## src/rtl/sign_adder_pkg.sv

```systemverilog
// Shared definitions for the sign-magnitude adder arbiter: FSM states,
// default widths and the overflow helper used beside the shared adder.
package sign_adder_pkg;

   localparam int DEF_W    = 4;
   localparam int DEF_N    = 4;
   localparam int SM_MAX_W = 8;

   typedef enum logic [1:0] {
      IDLE = 2'd0,
      CALC = 2'd1,
      RESP = 2'd2
   } state_t;

   // Operands arrive zero-extended to SM_MAX_W; w is the real operand width.
   function automatic logic sm_ovf(input logic [SM_MAX_W-1:0] a,
                                   input logic [SM_MAX_W-1:0] b,
                                   input int                  w);
      logic [SM_MAX_W-1:0] mmask;
      logic [SM_MAX_W:0]   msum;
      mmask = (SM_MAX_W'(1) << (w - 1)) - SM_MAX_W'(1);
      msum  = {1'b0, a & mmask} + {1'b0, b & mmask};
      return (a[w-1] == b[w-1]) && (msum > {1'b0, mmask});
   endfunction

endpackage

```

## src/rtl/rr_picker.sv

```systemverilog
// Round-robin first-set search: returns the first valid requester at or
// after ptr, wrapping around, plus a found flag.
module rr_picker #(
   parameter int N   = 4,
   parameter int IDW = $clog2(N)
) (
   input  logic [N-1:0]   req_valid,
   input  logic [IDW-1:0] ptr,
   output logic [IDW-1:0] g,
   output logic           found
);

   always_comb begin
      g     = '0;
      found = 1'b0;
      for (int k = 0; k < N; k++) begin
         if (!found && req_valid[(int'(ptr) + k) % N]) begin
            found = 1'b1;
            g     = IDW'((int'(ptr) + k) % N);
         end
      end
   end

endmodule

```

## src/rtl/sign_adder.sv

```systemverilog
// Combinational sign-magnitude adder; MSB is the sign, the rest the magnitude.
// A zero magnitude is always returned with a positive sign.
module sign_adder #(
   parameter int W = 4
) (
   input  logic [W-1:0] a,
   input  logic [W-1:0] b,
   output logic [W-1:0] sum
);

   logic         sa, sb, sign;
   logic [W-2:0] ma, mb, mag;

   assign sa = a[W-1];
   assign sb = b[W-1];
   assign ma = a[W-2:0];
   assign mb = b[W-2:0];

   always_comb begin
      sign = sa;
      mag  = ma + mb;
      if (sa != sb) begin
         if (ma >= mb) begin
            mag  = ma - mb;
            sign = sa;
         end else begin
            mag  = mb - ma;
            sign = sb;
         end
      end
      if (mag == '0) begin
         sign = 1'b0;
      end
   end

   assign sum = {sign, mag};

endmodule

```

## src/rtl/sign_adder_arbiter.sv

```systemverilog
// Shares one sign_adder between N requesters with round-robin arbitration;
// results return on a single registered, back-pressure-safe response port.
module sign_adder_arbiter
   import sign_adder_pkg::*;
#(
   parameter int N   = DEF_N,
   parameter int W   = DEF_W,
   parameter int IDW = $clog2(N)
) (
   input  logic           clk,
   input  logic           rst,
   input  logic [N-1:0]   req_valid,
   output logic [N-1:0]   req_ready,
   input  logic [N*W-1:0] req_a,
   input  logic [N*W-1:0] req_b,
   output logic           rsp_valid,
   input  logic           rsp_ready,
   output logic [IDW-1:0] rsp_id,
   output logic [W-1:0]   rsp_sum,
   output logic           rsp_ovf
);

   state_t         state;
   logic [IDW-1:0] ptr;
   logic [IDW-1:0] grant;
   logic           found;
   logic [IDW-1:0] lat_id;
   logic [IDW-1:0] next_ptr;
   logic [W-1:0]   lat_a;
   logic [W-1:0]   lat_b;
   logic [W-1:0]   add_sum;

   rr_picker #(
      .N   (N),
      .IDW (IDW)
   ) u_picker (
      .req_valid (req_valid),
      .ptr       (ptr),
      .g         (grant),
      .found     (found)
   );

   sign_adder #(
      .W (W)
   ) u_adder (
      .a   (lat_a),
      .b   (lat_b),
      .sum (add_sum)
   );

   // The only combinational output: a single grant strobe, only while idle.
   always_comb begin
      req_ready = '0;
      if (state == IDLE && found) begin
         req_ready[grant] = 1'b1;
      end
   end

   assign next_ptr = (lat_id == IDW'(N - 1)) ? '0 : lat_id + 1'b1;

   always_ff @(posedge clk or posedge rst) begin
      if (rst) begin
         state     <= IDLE;
         ptr       <= '0;
         lat_id    <= '0;
         lat_a     <= '0;
         lat_b     <= '0;
         rsp_valid <= 1'b0;
         rsp_id    <= '0;
         rsp_sum   <= '0;
         rsp_ovf   <= 1'b0;
      end else begin
         case (state)
            IDLE: begin
               if (found) begin
                  lat_a  <= req_a[grant*W +: W];
                  lat_b  <= req_b[grant*W +: W];
                  lat_id <= grant;
                  state  <= CALC;
               end
            end
            CALC: begin
               rsp_sum   <= add_sum;
               rsp_ovf   <= sm_ovf(SM_MAX_W'(lat_a), SM_MAX_W'(lat_b), W);
               rsp_id    <= lat_id;
               rsp_valid <= 1'b1;
               state     <= RESP;
            end
            RESP: begin
               // The pointer only advances once the result has been taken.
               if (rsp_ready) begin
                  rsp_valid <= 1'b0;
                  ptr       <= next_ptr;
                  state     <= IDLE;
               end
            end
            default: begin
               state <= IDLE;
            end
         endcase
      end
   end

endmodule

```

## config.mk

```make
export PLATFORM = sky130hd
export DESIGN_NAME = sign_adder_arbiter
export DESIGN_NICKNAME = d
export VERILOG_FILES = /design/src/rtl/sign_adder_pkg.sv /design/src/rtl/rr_picker.sv /design/src/rtl/sign_adder.sv /design/src/rtl/sign_adder_arbiter.sv
export SDC_FILE = /design/constraint.sdc
export NUM_CORES = 1
export LEC_CHECK = 0
export ABC_AREA = 1
export CORE_MARGIN = 4
export CORE_UTILIZATION = 35
export CTS_CLUSTER_SIZE = 30
export DETAILED_ROUTE_END_ITERATION = 6
export GPL_ROUTABILITY_DRIVEN = 0
export MAX_ROUTING_LAYER = met4
export PLACE_DENSITY = 0.7
export SKIP_LAST_GASP = 1
export SLEW_MARGIN = 0
export SYNTH_ARGS = -nofsm -noshare
export SYNTH_HDL_FRONTEND = slang
export SYNTH_SLANG_ARGS = --single-unit
```

## constraint.sdc

```tcl
create_clock -name clk -period 5.4 [get_ports clk]
set_input_delay 1.35 -clock clk [delete_from_list [all_inputs] [get_ports clk]]
set_output_delay 1.35 -clock clk [all_outputs]
set_load 0.005 [all_outputs]
```

== Word level (Yosys, flattened, before mapping) ==
Index checks and enable logic that the tools add are counted.

* Latch bits: 0
* Bits in read-only memories: 0
* Memories: 0
* Flip-flop bits (word level): 22
* Memory bits (writable): 0
* Logic and storage cells: 89

* Bitwise logic cells: 3
* Shifts and indexed selects: 2
* Add/subtract/negate cells: 8
* Multiply operators: 0
* Divide/modulo/power cells: 0
* $lt $le $gt $ge: 8
* Equal/unequal tests: 7
* Reductions and logical operators: 19
* Muxes and demuxes: 33

{| class="wikitable"
|+ Operators with widths
! operator !! number
|-
| 16-bit by 5-bit variable part select with 4-bit output || 2
|-
| 1-bit 2-to-1 mux || 16
|-
| 2-bit 2-to-1 mux || 7
|-
| 3-bit by 4-bit less-than comparator with 1-bit output (second input constant) || 3
|-
| 1-bit binary-select mux with 2-bit select || 4
|-
| 2-bit AND reduction || 4
|-
| 1-bit logical AND || 6
|-
| 2-bit by 3-bit less-than comparator with 1-bit output (second input constant) || 2
|-
| 3-bit 2-to-1 mux || 2
|-
| 2-bit one-hot mux with 3 select lines || 1
|-
| 2-bit OR reduction || 3
|-
| 3-bit subtractor || 2
|-
| 2-bit by 1-bit adder with 2-bit output (second input constant) || 2
|-
| 2-bit adder (second input constant) || 2
|-
| 3-bit by 3-bit adder with 4-bit output || 1
|-
| 2-bit == test (second input constant) || 2
|-
| 4-bit by 3-bit > comparator with 1-bit output (second input constant) || 1
|-
| 4-bit 2-to-1 mux || 1
|-
| 2-bit != test (second input constant) || 2
|-
| 3-bit adder || 1
|-
| 1-bit AND (first input constant) || 3
|-
| 3-bit >= comparator || 1
|-
| 1-bit logical NOT || 3
|-
| 3-bit logical NOT || 1
|-
| 8 further kinds || 8
|}

== Logic depth before layout (Yosys ltp) ==
Gate-level depths: netlist of run 1.

* Word-level depth: 19
* Mapped depth: 16

== Cells and area by module ==
A second synthesis of run 1 with hierarchy kept.

* Cells, all modules: 289
* Area total of the unflattened synthesis: 1,935.6 um2

{| class="wikitable"
|+ Modules (own cells, without submodules)
! module !! cells each !! area an instance (um2) !! sequential area each (um2) !! instances
|-
| sign_adder_arbiter || 184 || 1,281.2 || 550.5 || 1
|-
| sign_adder || 46 || 335.3 || 0.0 || 1
|-
| rr_picker || 59 || 319.1 || 0.0 || 1
|}

== Worst setup path after synthesis of run 1 ==
No wires, ideal clock.

* Kind: input-to-output
* Start: input port req_valid[2]
* End: output port req_ready[2]
* Path slack: 1.667 ns
* Stages: 12
* Data required time: 4.050 ns
* Data arrival time: 2.383 ns
* Path through: inv_1 -> nand2_1 -> nand3_2 -> nand2_2 -> nor2_8 -> nand3_1 -> nand3_2 -> nand2_4 -> inv_2 -> buf_6 -> nand2_1 -> nor2_1

* Word-level cells in the longest chain between the ends: 17
* Elaborated cells on any way between the ends: 32
* Classes of those cells: order compare: 2; mux: 22; reduce/logical: 8

{| class="wikitable"
|+ Ends and longest elaborated chain
! element !! RTL line !! text
|-
| start: declaration || sign_adder_arbiter.sv:12 || <nowiki>input logic [N-1:0] req_valid,</nowiki>
|-
| 1-bit binary-select mux with 2-bit select || rr_picker.sv:17 || <nowiki>if (!found && req_valid[(int'(ptr) + k) % N]) begin</nowiki>
|-
| 1-bit 2-to-1 mux (not written as such) || rr_picker.sv:17 ||
|-
| 1-bit 2-to-1 mux || rr_picker.sv:17 ||
|-
| 1-bit logical NOT || rr_picker.sv:17 ||
|-
| 1-bit logical AND || rr_picker.sv:17 ||
|-
| 1-bit 2-to-1 mux || rr_picker.sv:17 ||
|-
| 1-bit logical NOT || rr_picker.sv:17 ||
|-
| 1-bit logical AND || rr_picker.sv:17 ||
|-
| 1-bit 2-to-1 mux || rr_picker.sv:17 ||
|-
| 1-bit logical NOT || rr_picker.sv:17 ||
|-
| 1-bit logical AND || rr_picker.sv:17 ||
|-
| 2-bit 2-to-1 mux || rr_picker.sv:17 ||
|-
| 2-bit by 3-bit less-than comparator with 1-bit output (not written as such) or 2-bit by 1-bit >= comparator with 1-bit output (tied branches) || sign_adder_arbiter.sv:55 || <nowiki>req_ready[grant] = 1'b1;</nowiki>
|-
| 1-bit logical AND (not written as such) || sign_adder_arbiter.sv:55 ||
|-
| 1-bit 2-to-1 mux (not written as such) || sign_adder_arbiter.sv:55 ||
|-
| 1-bit demux with 2-bit select || sign_adder_arbiter.sv:55 ||
|-
| 4-bit 2-to-1 mux (*) || sign_adder_arbiter.sv:54 || <nowiki>if (state == IDLE && found) begin</nowiki>
|-
| end: declaration || sign_adder_arbiter.sv:13 || <nowiki>output logic [N-1:0] req_ready,</nowiki>
|}

Every way passes the cells marked *; elsewhere a longest branch is shown, timed or not. The select of a mux whose other input is x is not followed.

== Final worst setup path of run 1 ==
* Start: input port req_valid[3]
* End: output port req_ready[0]

Same word-level chain as after synthesis.

==> summary.md, run 1 <==
| Metric | Value |
|---|---|
| Crit path kind | `input pin to output pin` |
| Worst setup endpoint | `req_ready[0]` |
| Vias/cell | `roughly 4.6` |
| Maximum vdd drop | `around 270 uV` |
| Register area share after synthesis | `between 20% and 30%` |
| Die width | `approximately 80 um` |
| Status | `completed` |
| Max Fanout on Critical Path | `17` |
| Tightest Pin Transition | `about 0.8 ns` |
| MaxCap Viol Count | `0` |
| I/O Pins | `51` |
| Post-Route WL | `slightly above 4000 um` |
| Fmax | `~0.2 GHz` |
| HPWL after DPL | `~3400 um` |
| Place WS | `between 0.4 and 0.5 ns` |
| Vias in the first global route | `1688` |
| Final Hold Viols | `0` |
| Pleak | `between 1 and 1.5 nW` |
| Slowest cell on the critical path | `clkdlybuf4s50_1` |
| Setup crit end kind | `output pin` |
| All-Layer GR Usage | `13.9%` |
| DR DRC count | `0` |
| Area grow syn2layout | `33.0%` |
| Area of the multi-input gates | `roughly 1100 um^2` |
| Crit path time final | `around 5 ns` |
| CTS tree | `yes` |
| Initial antenna violation count | `0` |
| Drt initial violations | `68` |
| Port Buffer Count | `50` |
| Post-CTS Resized | `0` |
| Critical R2R Capture | `lat_a[3]` |
| Period utilisation layout | `between 90% and 100%` |
| Number of routed nets with antenna violations | `0` |
| Reg area | `between 500 and 600 um^2` |
| Clock-pin slew reported for the worst setup and hold paths after clock tree synthesis | `0.08 ns` |
| Clock skew | `about 0.008 ns` |
| Worst skew pair latency | `between 0.2 and 0.3 ns` |
| Synth Net Count | `324` |
| Clk root buf | `clkbuf_8` |
| Core ar. | `just over 5000 um^2` |
| Starting Density | `between 30% and 40%` |
| Row count | `26` |
| First-pass GRT wire length | `7210 um` |
| Final net count | `372` |
| Layout cells sized above 1 | `under 10%` |
| Pwr/cell area | `about 660 nW/um^2` |
| Via count | `roughly 1800` |
| Gr ovfl total | `0` |
| Reg2reg setup slack | `roughly 3.0 ns` |
| Wire per inst | `around 11 um` |
| Slew HR | `~48%` |
| Die height | `approximately 81 um` |
| Sink Count | `22` |
| Final Setup Violations | `0` |
| Cell repeated most along the worst path | `nand2_1` |
| Setup TNS | `0 ns` |
| Worst reg2reg path depth | `16` |
| Synthesized cell area | `about 1900 um^2` |
| CTS Buf Count | `3` |
| Syn_area_per_cell | `~6.8 um^2` |
| Yosys cell types | `27` |
| Fillers | `roughly 550` |
| Critical Path Source | `req_valid[3]` |
| RSZ-0062 raised after global routing | `no` |
| Flop and latch count out of synthesis | `22` |
| Synth warn | `0` |
| Min-Delay Path Depth | `2` |
| Crit-path cells | `clkdlybuf4s50_1 -> inv_1 -> nand2_1 -> nand2_1 -> nand2_1 -> nand2_1 -> nand2_2 -> nand3_2 -> nand3_2 -> inv_1 -> nor3_1 -> clkdlybuf4s50_1` |
| HP Class | `flip-flop to flip-flop` |
| Largest stage delay, worst path | `0.55 ns` |
| CTS max path bufs | `2` |
| DR pass1 iterations | `4` |
| Die area | `about 6500 um^2` |
| Post-CTS Setup Inserts | `0` |
| Synthesized netlist cell count | `around 270` |
| Setup ws final | `~0.42 ns` |
| Required @ worst endpoint | `4.05 ns` |
| Startpoint types | `input pin` |
| Cts hold-fix bufs | `0` |
| # diodes | `0` |
| Largest net degree at the start of global routing | `23` |
| CTS H-Tree Depth | `1` |
| WP data arrival | `around 3.6 ns` |
| Max Slew Vio Count | `0` |
| Critical R2R Launch | `ptr[0]` |
-- layout by cell type (no fill, tap or decap), types with 2 or more instances in the layout --
cell	synthesis	routed
nor2_1	7	7
a21oi_1	3	3
nand3_2	5	5
nand2_1	129	129
ha_1	9	9
o21ai_0	11	11
nand4_1	17	17
nand2_4	2	2
xnor2_1	2	2
clkbuf_8	0	3
clkdlybuf4s50_1	0	50
fa_1	3	3
nand3_1	9	9
buf_4	1	3
dfrtp_1	22	22
inv_1	22	22
inv_2	4	4
nor3_1	2	2
nand2_2	9	9
-- report_power, final --
group          internal (W)  switching, W
logic              0.000453      0.000695
registers          0.000247     0.0000788
clock network     0.0000990     0.0000536
total              0.000799      0.000828
-- worst max-delay path, delay by kind of cell --
kind / cells / cell delay (ns)
buffers and inverters: 4 / 1.16
AND/OR/NAND/NOR: 8 / 1.10
-- registers in the layout (all words and copies together) (netlist names) --
| register | cells |
|---|---|
| rsp_id | 2 |
| lat_id | 2 |
| rsp_ovf | 1 |
| lat_a | 4 |
| rsp_sum | 4 |
| state | 2 |
| rsp_valid | 1 |
| lat_b | 4 |
| ptr | 2 |
-- worst min path at each step --
stage | from | to
finish | rsp_sum[2] | rsp_sum[2]
global route | rsp_ovf | rsp_ovf
CTS | rsp_sum[2] | rsp_sum[2]
detailed placement | rsp_sum[2] | rsp_sum[2]
global placement | rsp_id[0] | rsp_id[0]
floorplan | rsp_id[0] | rsp_id[0]
-- stage by stage --
stage	std cells	total power, W	util, %	hold WS, ns	cell area [um^2]
2_1_floorplan	273	0.00123	-	0.465	1850
3_3_place_gp	386	0.00146	46.9	0.459	2390
3_5_place_dp	386	0.00149	46.9	0.465	2390
4_1_cts	390	0.00165	48.3	0.487	2460
5_1_grt	390	0.00184	48.3	0.507	2460
6_report	390	0.00163	48.3	0.480	2460
-- layout make-up --
type	count	area share, %
clock buffers	3	1.68
clock inverters	1	1.22
repair buffers	53	21.2
well taps	70	3.55
flip-flops and latches	22	22.3
multi-input cells	215	46.0
inverters	26	3.96
-- Yosys cell counts --
cell type / count / area [um^2]
a21oi_1: 3 / 15.0
buf_2: 5 / 25.0
buf_4: 1 / 7.51
buf_6: 3 / 33.8
clkbuf_1: 1 / 3.75
dfrtp_1: 22 / 551
fa_1: 3 / 60.1
ha_1: 9 / 113
inv_1: 22 / 82.6
inv_2: 4 / 15.0
nand2_1: 129 / 484
nand2_2: 9 / 56.3
nand2_4: 2 / 22.5
nand3_1: 9 / 45.0
nand3_2: 5 / 50.1
nand3_4: 1 / 17.5
nand3b_1: 1 / 7.51
nand4_1: 17 / 106
nor2_1: 7 / 26.3
nor2_8: 1 / 20.0
nor3_1: 2 / 10.0
o21ai_0: 11 / 55.1
o21ai_1: 1 / 5.00
o21ai_2: 1 / 8.76
o21bai_1: 1 / 7.51
o31ai_1: 1 / 7.51
xnor2_1: 2 / 17.5
-- metal layers --
layer  track usage (%)  up-vias  share of wire (%)
li1                  -      957                  -
met1              18.7      768                 48
met2              22.4       51                 47
met3              1.55        5                4.4
met4              4.05        0                1.5
met5                 -        -                  0
-- cells by family after synthesis --
kind of cell               share of synthesized area (%)
AOI/OAI and AO/OA                                   5.33
xor gates and xnor gates                           0.945
adders and majority gates                           9.32
buffers and inverters                               9.05
DFF                                                 29.7
and+or+nand+nor                                     45.6
No activity file was read; power rests on OpenSTA's default activity.
==> run 2, diff against run 1 <==
CORE_MARGIN = 8   (was 4)
==> run 2 against run 1 <==
  * Global-route usage down 2.3 points
  * Clock skew down 0.0045 ns
  * Sequential power about the same
  * Utilization unchanged
  * Fmax up 1.4%
  * Worst setup slack better by 0.068 ns
  * Cell count unchanged
  * First-iteration DRC count down 10%
  * Clock power about the same
  * Critical path type unchanged
==> summary.md, run 2 (synthesis gave the netlist of run 1 again) <==
| Metric | Value |
|---|---|
| Via count | `approximately 1800` |
| Min-Delay Path Depth | `2` |
| CTS Buf Count | `3` |
| Clk root buf | `clkbuf_8` |
| I/O Pins | `51` |
| Area of the multi-input gates | `about 1100 um^2` |
| Clock skew | `between 0.003 and 0.004 ns` |
| Final Setup Violations | `0` |
| Max Fanout on Critical Path | `17` |
| Fmax | `approximately 0.20 GHz` |
| Post-Route WL | `~4300 um` |
| HP Class | `flip-flop to flip-flop` |
| Die width | `just under 90 um` |
| DR DRC count | `0` |
| Reg2reg setup slack | `just over 3 ns` |
| Initial antenna violation count | `0` |
| Reg area | `approximately 550 um^2` |
| MaxCap Viol Count | `0` |
| Crit path time final | `slightly below 5 ns` |
| Worst skew pair latency | `about 0.26 ns` |
| Layout cells sized above 1 | `9.38%` |
| Gr ovfl total | `0` |
| Area grow syn2layout | `33.0%` |
| # diodes | `0` |
| Number of routed nets with antenna violations | `0` |
| HPWL after DPL | `roughly 3600 um` |
| Max Slew Vio Count | `0` |
| Die area | `~7900 um^2` |
| Required @ worst endpoint | `between 4 and 5 ns` |
| Core ar. | `5110 um^2` |
| Vias in the first global route | `between 1500 and 2000` |
| Most frequent cells in the layout | `nand2_1 (129), clkdlybuf4s50_1 (50), inv_1 (22), dfrtp_1 (22), nand4_1 (17)` |
| Vias/cell | `between 4 and 5` |
| Design area | `2460 um^2` |
| Sink Count | `22` |
| Tightest Pin Transition | `between 0.7 and 0.8 ns` |
| CTS max path bufs | `2` |
| Final Hold Viols | `0` |
| Drt initial violations | `slightly above 60` |
| WP data arrival | `roughly 3.6 ns` |
| Setup TNS | `0 ns` |
| All-Layer GR Usage | `11.7%` |
| Cts hold-fix bufs | `0` |
| Crit path kind | `input pin to output pin` |
| Post-CTS Resized | `0` |
| Fillers | `between 500 and 600` |
| Starting Density | `36.3%` |
| Placed cell areas | `~2400 um^2` |
| DR pass1 iterations | `4` |
| Startpoint types | `input pin` |
| Row count | `26` |
| Final net count | `372` |
| Wire per inst | `about 11 um` |
| Commonest non-fill, non-tap cell in the layout | `nand2_1` |
| Clock-pin slew reported for the worst setup and hold paths after clock tree synthesis | `about 0.080 ns` |
| Status | `completed` |
| CTS tree | `yes` |
| Post-CTS Setup Inserts | `0` |
| Slew HR | `a little under half` |
| Period utilisation layout | `roughly nine tenths` |
| Die height | `about 89 um` |
| RSZ-0062 raised after global routing | `no` |
| CTS H-Tree Depth | `1` |
| Maximum vdd drop | `~240 uV` |
| Port Buffer Count | `50` |
| Regs by FF count | `lat_a x4, lat_b x4, rsp_sum x4` |
| Setup crit end kind | `output pin` |
| Largest net degree at the start of global routing | `23` |
| First-pass GRT wire length | `~7300 um` |
| Worst reg2reg path depth | `15` |
| Pwr/cell area | `around 660 nW/um^2` |
| Pleak | `1.27 nW` |
## run 2: final timing paths
check | startpoint | endpoint
setup / recovery | req_valid[3] | req_ready[1]
hold / removal | rsp_id[0] | rsp_id[0]
setup reg to reg | ptr[0] | lat_a[0]
hold reg to reg | rsp_id[0] | rsp_id[0]
max in group asynchronous | rst | lat_b[0]
min in group asynchronous | rst | ptr[0]
## run 2: critical path: stages
cell and delay (ns):
clkdlybuf4s50_1 0.47, inv_1 0.06, nand2_1 0.06, nand2_1 0.07, nand2_1 0.07, nand2_1 0.06
nand2_2 0.06, nand2_1 0.06, nand2_2 0.24, nand3_2 0.16, nor3_1 0.31, clkdlybuf4s50_1 0.57
## run 2: routing by layer
metal / wire, um / global-route usage (%) / up-vias
met1: 2210 / 14.7 / 762
met5: 0 / - / -
li1: - / - / 962
met2: 1830 / 18.5 / 54
met4: 65 / 4.45 / 0
met3: 213 / 1.49 / 5
## run 2: metrics by stage
step	setup slack (ns)	hold slack, ns	utilization (%)	power (W)	std cells
after global routing	0.289	0.521	48.3	0.00184	390
after global placement	0.526	0.455	46.9	0.00147	386
after CTS	0.466	0.480	48.3	0.00165	390
final	0.492	0.471	48.3	0.00163	390
after detailed placement	0.469	0.459	46.9	0.00149	386
after floorplan	1.67	0.465	-	0.00123	273
## run 2: layout make-up
type | count | share of cell area, %
Clock buffer | 3 | 1.68
Tap cell | 70 | 3.55
Clock inverter | 1 | 1.22
Timing Repair Buffer | 53 | 21.2
Sequential cell | 22 | 22.3
Inverter | 26 | 3.96
Multi-Input combinational cell | 215 | 46.0
## run 2: power breakdown
group	internal, W	switching [W]	leakage, nW
clock network	0.0000990	0.0000517	0.0357
logic	0.000453	0.000702	0.964
registers	0.000247	0.0000782	0.272
total	0.000799	0.000832	1.27
==> run 3, diff against run 2 <==
CTS_BUF_LIST = sky130_fd_sc_hd__clkbuf_2 sky130_fd_sc_hd__clkbuf_4 sky130_fd_sc_hd__clkbuf_8   (was unset)
GPL_ROUTABILITY_DRIVEN = unset   (was 0)
==> results of run 3 <==
Final layout, timing and power as in run 2 (identical DEF).
